File: src/rtl/regfile_sb.sv
// Parametrised register file with two combinational read ports, one write port,
// same-cycle write bypass and a per-register pending scoreboard for hazard detection.
module regfile_sb #(
  parameter int DATA_W = 32,
  parameter int ADDR_W = 5,
  parameter int BYPASS = 1
) (
  input  logic              reg_clk,
  input  logic              reg_rst_n,
  input  logic              regwrite,
  input  logic [ADDR_W-1:0] write_3,
  input  logic [DATA_W-1:0] write_data_p3,
  input  logic [ADDR_W-1:0] read_1,
  input  logic [ADDR_W-1:0] read_2,
  output logic [DATA_W-1:0] read_data_p1,
  output logic [DATA_W-1:0] read_data_p2,
  output logic              busy_p1,
  output logic              busy_p2,
  input  logic              claim_en,
  input  logic [ADDR_W-1:0] claim_addr,
  output logic              any_busy
);

  localparam int DEPTH = 2 ** ADDR_W;

  logic [DATA_W-1:0] regs_q [DEPTH];
  logic [DEPTH-1:0]  pend_q, pend_d;
  logic              anyBusy_q;
  logic              wrValid, claimValid;

  logic [ADDR_W-1:0] rdAddr [2];
  logic [DATA_W-1:0] rdData [2];
  logic [1:0]        rdBusy;

  assign wrValid    = regwrite && (write_3 != '0);
  assign claimValid = claim_en && (claim_addr != '0);

  // Release first, then claim: a new producer issued on the retiring edge keeps the bit set.
  always_comb begin
    pend_d = pend_q;
    if (wrValid) begin
      pend_d[write_3] = 1'b0;
    end
    if (claimValid) begin
      pend_d[claim_addr] = 1'b1;
    end
  end

  always_ff @(posedge reg_clk or negedge reg_rst_n) begin
    if (!reg_rst_n) begin
      for (int i = 0; i < DEPTH; i++) begin
        regs_q[i] <= '0;
      end
    end else if (wrValid) begin
      regs_q[write_3] <= write_data_p3;
    end
  end

  always_ff @(posedge reg_clk or negedge reg_rst_n) begin
    if (!reg_rst_n) begin
      pend_q    <= '0;
      anyBusy_q <= 1'b0;
    end else begin
      pend_q    <= pend_d;
      anyBusy_q <= |pend_d;
    end
  end

  assign rdAddr[0] = read_1;
  assign rdAddr[1] = read_2;

  // Outputs are forced quiet while reset is held so the bypass cannot leak write data.
  always_comb begin
    for (int p = 0; p < 2; p++) begin
      rdData[p] = '0;
      rdBusy[p] = 1'b0;
      if (reg_rst_n && (rdAddr[p] != '0)) begin
        if ((BYPASS != 0) && regwrite && (write_3 == rdAddr[p])) begin
          rdData[p] = write_data_p3;
        end else begin
          rdData[p] = regs_q[rdAddr[p]];
          rdBusy[p] = pend_q[rdAddr[p]];
        end
      end
    end
  end

  assign read_data_p1 = rdData[0];
  assign read_data_p2 = rdData[1];
  assign busy_p1      = rdBusy[0];
  assign busy_p2      = rdBusy[1];
  assign any_busy     = anyBusy_q;

endmodule

File: config.mk
export PLATFORM = sky130hd
export DESIGN_NAME = regfile_sb
export DESIGN_NICKNAME = d
export VERILOG_FILES = /design/src/rtl/regfile_sb.sv
export SDC_FILE = /design/constraint.sdc
export NUM_CORES = 2
export LEC_CHECK = 0
export BUFFER_PORTS_ARGS = -buffer_cell sky130_fd_sc_hd__buf_2
export CORE_ASPECT_RATIO = 0.9
export CORE_MARGIN = 3
export CORE_UTILIZATION = 45
export CTS_CLUSTER_DIAMETER = 30
export DETAILED_ROUTE_END_ITERATION = 10
export GPL_TIMING_DRIVEN = 1
export REMOVE_ABC_BUFFERS = 1
export SLEW_MARGIN = 20
export SYNTH_ARGS = -nofsm -noshare
export SYNTH_HDL_FRONTEND = slang
export SYNTH_SLANG_ARGS = --single-unit
File: constraint.sdc
create_clock -name reg_clk -period 3.3 [get_ports reg_clk]
set_clock_uncertainty 0.2 [all_clocks]
set_input_delay 0.495 -clock reg_clk [delete_from_list [all_inputs] [get_ports reg_clk]]
set_output_delay 0.495 -clock reg_clk [all_outputs]
set_load 0.02 [all_outputs]
==> Word level (Yosys, flattened, before mapping) <==
Cells that the tools add are included.
{ "totals": {"ff_bits": 1057, "word_cells": 93} }
{ "op_classes": {"mux": 27, "n_reduce_logical": 14, "order_cmp": 10, "n_eq_ne": 2, "bitwise_logic": 6} }
{ "ops": {"columns": ["op", "count"], "rows": [
  ["bitwise mux 1024 bit", 1],
  ["2-to-1 mux 32 bit", 11],
  ["binary-select mux 32 bit (select 5 bit)", 2],
  ["demux 32 bit (select 5 bit)", 1],
  ["bitwise AND 32 bit", 1],
  ["NOT 32 bit", 1],
  ["bitwise OR 32 bit", 1],
  ["OR reduction 32 bit", 1],
  ["less-than comparator 5 x 6 -> 1 bit, second input constant", 4],
  ["nonzero test 5 bit", 4],
  [">= comparator 6 bit, second input constant", 3],
  ["NOT 5 -> 6 bit", 3],
  ["binary-select mux 1 bit (select 5 bit)", 2],
  ["demux 1 bit (select 5 bit)", 2],
  ["== test 5 bit", 2],
  [">= comparator 5 x 1 -> 1 bit, second input constant", 2],
  ["logical AND 1 bit", 9],
  ["2-to-1 mux 1 bit", 8],
  ["less-than comparator 6 x 1 -> 1 bit, second input constant", 1]
]} }

==> Longest topological paths before layout <==
{ "depth": {"depth_word": 10, "mapped_depth": 10} }

==> Worst setup path after synthesis <==
Ideal clock, no wire load.
{ "synth_timing": {"path_kind": "input -> output", "start": "input read_1[0]", "end": "output read_data_p1[10]", "n_path_buf": 4, "setup_slack_ns": 0.160, "path_stages": 8, "arrival_ns": 2.445, "required_ns": 2.605, "cell_sequence": "buf_2 > buf_6 > buf_2 > buf_2 > mux4_2 > a22oi_1 > a21oi_1 > a221o_1"} }
{ "synth_between": {"elab_chain_cells": 6, "word_cells_on_any_way": 10, "cone_classes": "1 x eq/ne; 5 x mux; 1 x bitwise; 3 x reduce/logical"} }
{ "synth_lines": {"columns": ["element", "line_no", "text"], "rows": [
  ["start, declared", "13", "input logic [ADDR_W-1:0] read_1,"],
  ["NOT 5 -> 6 bit (not written as such)", "81", "rdData[p] = regs_q[rdAddr[p]];"],
  ["binary-select mux 32 bit (select 5 bit)", "81", null],
  ["2-to-1 mux 32 bit (not written as such) (2 in series)", "81", null],
  ["2-to-1 mux 32 bit", "78", "if ((BYPASS != 0) && regwrite && (write_3 == rdAddr[p])) begin"],
  ["2-to-1 mux 32 bit (*)", "77", "if (reg_rst_n && (rdAddr[p] != '0)) begin"],
  ["end, declared", "15", "output logic [DATA_W-1:0] read_data_p1,"]
]} }
Every way passes the cells marked *; elsewhere a longest branch is shown, timed or not. The select of a mux whose other input is x is not followed.

==> Worst setup path after layout <==
{ "layout_timing": {"start": "register regs_q[791] in the netlist's numbering", "end": "output read_data_p2[23]"} }
{ "layout_between": {"elab_chain_cells": 5} }
{ "layout_lines": {"columns": ["element", "line_no", "text"], "rows": [
  ["start, declared", "26", "logic [DATA_W-1:0] regs_q [DEPTH];"],
  ["start signal, assigned by index", "55", "regs_q[write_3] <= write_data_p3;"],
  ["binary-select mux 32 bit (select 5 bit)", "81", null],
  ["2-to-1 mux 32 bit (not written as such) (2 in series)", "81", null],
  ["2-to-1 mux 32 bit", "78", null],
  ["2-to-1 mux 32 bit", "77", null],
  ["end, declared", "16", "output logic [DATA_W-1:0] read_data_p2,"]
]} }
No other way between the ends. The select of a mux whose other input is x is not followed.

==> metrics.cfg <==
[synth]
synth_area_um2=57300
seq_area_frac_synth_pct=46.2
synth-edff-count=0
avgSynthCellArea_um2=14.6
yosys_warnings=0
ys_types=58
synthArstFlopShare_pct=100
ys_seq_elements=1057
synthFlopType=dfrtp_1
syn_inst=3920

[grt]
grt_max_degree=163
grt.total_usage_pct=27.7
grt_pass1_vias=39800
antenna_found_initial=2
grt-ovfl-total=0
grt_pass1_wl_um=271000

[critical_path]
r2r_cells=4
r2r_slack_ns=1.56
criticalPathCategory=reg -> out
crit_family=multiplexers
end_kind=primary output
slowest_stage=mux4_2
slowest_delay_ns=0.56
r2r_start=pend_q[17]
crit_chain=mux4_2, mux4_2, a211oi_4, o21ai_1, buf_2
cp_max_fo=3
startpoint=regs_q[791]
r2r-end=any_busy
cp.depth=5
crit_required_ns=2.60
critPathArrivalTime_ns=2.91
start_kind=flip-flop
worst_path_most_repeated_cell=mux4_2
path_buf_inv=1

[floorplanning]
start_util_pct=45.6
die_y_um=344
io-pin-count=123
coreArea_um2=126000
die_area_um2=132000
rows=123
chipWidth_um=382

[sta]
fmax_mhz=277
hold-worst-slack_ns=0.0907
rsz0062_at_grt=true
worst_pin_slew_ns=1.06
slew_viol_final=0
period_share_pct=109
hold_viol_final=0
fin_crit_ns=3.61
finalWorstSetupSlack_ns=-0.306
slew_headroom_pct=29.7
finalSetupViolations=60

[routing]
drc=0
antenna_left=0
drt_wl_total_um=181000
viasPerCell=6.35
wl_per_cell_um=29.7
drt_iter0_drc=3314
vias=38600
dr.pass1.iters=6

[outcome]
violations=setup timing
status=finished with violations

[hold_path]
whs_endpoint=pend_q[21]
worstHoldStart=claim_en
min_path_cells=4
hp-class=in -> reg

[placement]
io_buffers=122
dpl.hpwl_um=111000
pre_cts_slack_ns=-0.439
gp_congestion=0.830

[clock_network]
cts_tree=yes
root_buffer=clkbuf_16
cts_sinks=1057
numCtsBuffers=233
cts_buffer_depth=3
clock_latency_ns=0.79
clk_pin_slew_ns=0.05
h-tree-depth=4

[pwr]
p_per_area_nw_per_um2=701
p_leak_uw=0.0312
peakVddDrop_mv=0.530

[layout]
area_growth_pct=24.5
drive_gt1_share_pct=52.3
finalNetCount=4251

[job]
maxCapViolations=0

[how the worst max path moves through the flow]
stage                            end  slack [ns]
floorplan            read_data_p1[0]       -0.98
global placement    read_data_p2[23]       -0.40
detailed placement  read_data_p2[23]       -0.44
CTS                 read_data_p2[23]       -0.36
global route        read_data_p2[23]       -0.36
finish              read_data_p2[23]       -0.31
[cell usage in the layout, fill, tap and decap left out, types with 7 or more instances in the layout]
| cell | n |
|---|---|
| clkbuf_1 | 20 |
| a221o_1 | 92 |
| bufinv_16 | 34 |
| o22ai_1 | 33 |
| a221oi_1 | 57 |
| buf_12 | 97 |
| buf_2 | 72 |
| o21ai_0 | 27 |
| nor2_4 | 19 |
| o221ai_1 | 9 |
| dfrtp_1 | 1057 |
| nand4_1 | 7 |
| a211oi_2 | 25 |
| inv_6 | 10 |
| mux2_1 | 153 |
| clkbuf_8 | 38 |
| clkinv_4 | 24 |
| a22oi_1 | 29 |
| buf_6 | 43 |
| buf_4 | 260 |
| o21ai_1 | 27 |
| mux2_2 | 839 |
| clkinv_2 | 43 |
| a21oi_1 | 58 |
| inv_1 | 10 |
| dlygate4sd3_1 | 16 |
| mux2i_1 | 262 |
| nand2_1 | 131 |
| clkbuf_16 | 233 |
| o21bai_1 | 32 |
| mux4_2 | 464 |
| clkinvlp_4 | 24 |
[per-layer routing]
metal	track usage (%)	vias to the layer above	wire length (um)
met5	0	-	0
met4	8.46	0	4500
met3	5.13	294	11900
met2	41.7	1460	81600
met1	41.0	20900	82700
li1	-	15900	-
[Yosys cell counts, types with 22 or more instances]
cell | instances | area share [%]
a211oi_1 | 30 | 0.39
a21oi_1 | 61 | 0.53
a221o_1 | 94 | 1.6
a221oi_1 | 62 | 0.95
a22oi_1 | 31 | 0.41
buf_1 | 50 | 0.33
buf_2 | 97 | 0.85
buf_4 | 27 | 0.35
clkbuf_1 | 263 | 1.7
dfrtp_1 | 1057 | 46
mux2_1 | 153 | 3.0
mux2_2 | 839 | 16
mux2i_1 | 263 | 4.6
mux4_2 | 464 | 18
nand2_1 | 139 | 0.91
nor2_1 | 22 | 0.14
o21ai_0 | 28 | 0.24
o21ai_1 | 34 | 0.30
o21bai_1 | 32 | 0.42
o22ai_1 | 34 | 0.37
[cell families after synthesis]
| logic type | Yosys count | synth area share, % |
|---|---|---|
| muxes | 1719 | 42.4 |
| DFF | 1057 | 46.2 |
| buffers and inverters | 467 | 3.67 |
| AOI/OAI and AO/OA | 443 | 5.81 |
| and+or+nand+nor | 224 | 1.83 |
| xor gates and xnor gates | 10 | 0.153 |
[worst register-to-register path: cells and delay by family, from the launching register on]
family	cells	cell delay, ns
and+or+nand+nor	2	0.47
AOI/OAI and AO/OA	1	0.35
buffers and inverters	1	0.16
DFF	1	0.42
[stage by stage]
step                      area, um^2  utilization [%]  TNS, ns  std cells  total power [uW]
final                          71300             56.8    -4.38       6084             50000
after global routing           71300             56.8    -9.79       6083             52000
after CTS                      71100             56.6    -8.82       6077             50200
after detailed placement       61900             49.3    -4.00       5602             25400
after global placement         61900             49.3    -3.60       5602             25100
after floorplan                55200                -   -53.60       3466             22300
[layout make-up]
class / instances / area (um^2)
Timing Repair Buffer: 494 / 5000
Inverter: 13 / 48.8
Clock inverter: 145 / 1960
Multi-Input combinational cell: 2396 / 29300
Antenna cell: 1 / 2.50
Sequential cell: 1057 / 26500
Fill cell: 10000 / 54300
Clock buffer: 291 / 6430
Tap cell: 1687 / 2110
[registers in the layout (all words and copies together) (netlist names)]
name      count
regs_q     1024
pend_q       32
any_busy      1
[report_power, final]
group          total (uW)  switching, uW  internal [uW]
clock               24300           7880          16400
combinational        8350           3370           4990
sequential          17300           1820          15500
total               50000          13100          36900
[repair_timing]
| action | in CTS | in global routing |
|---|---|---|
| setup endpoints to repair | 65 | 123 |
| gates resized for setup | 128 | 27 |
| endpoints found under the hold margin | 334 | 0 |
| setup buffers | 24 | 6 |
| pin swaps | 67 | 5 |
| hold buffers | 16 | 0 |
Note: power is estimated with default switching activity, not from simulation.
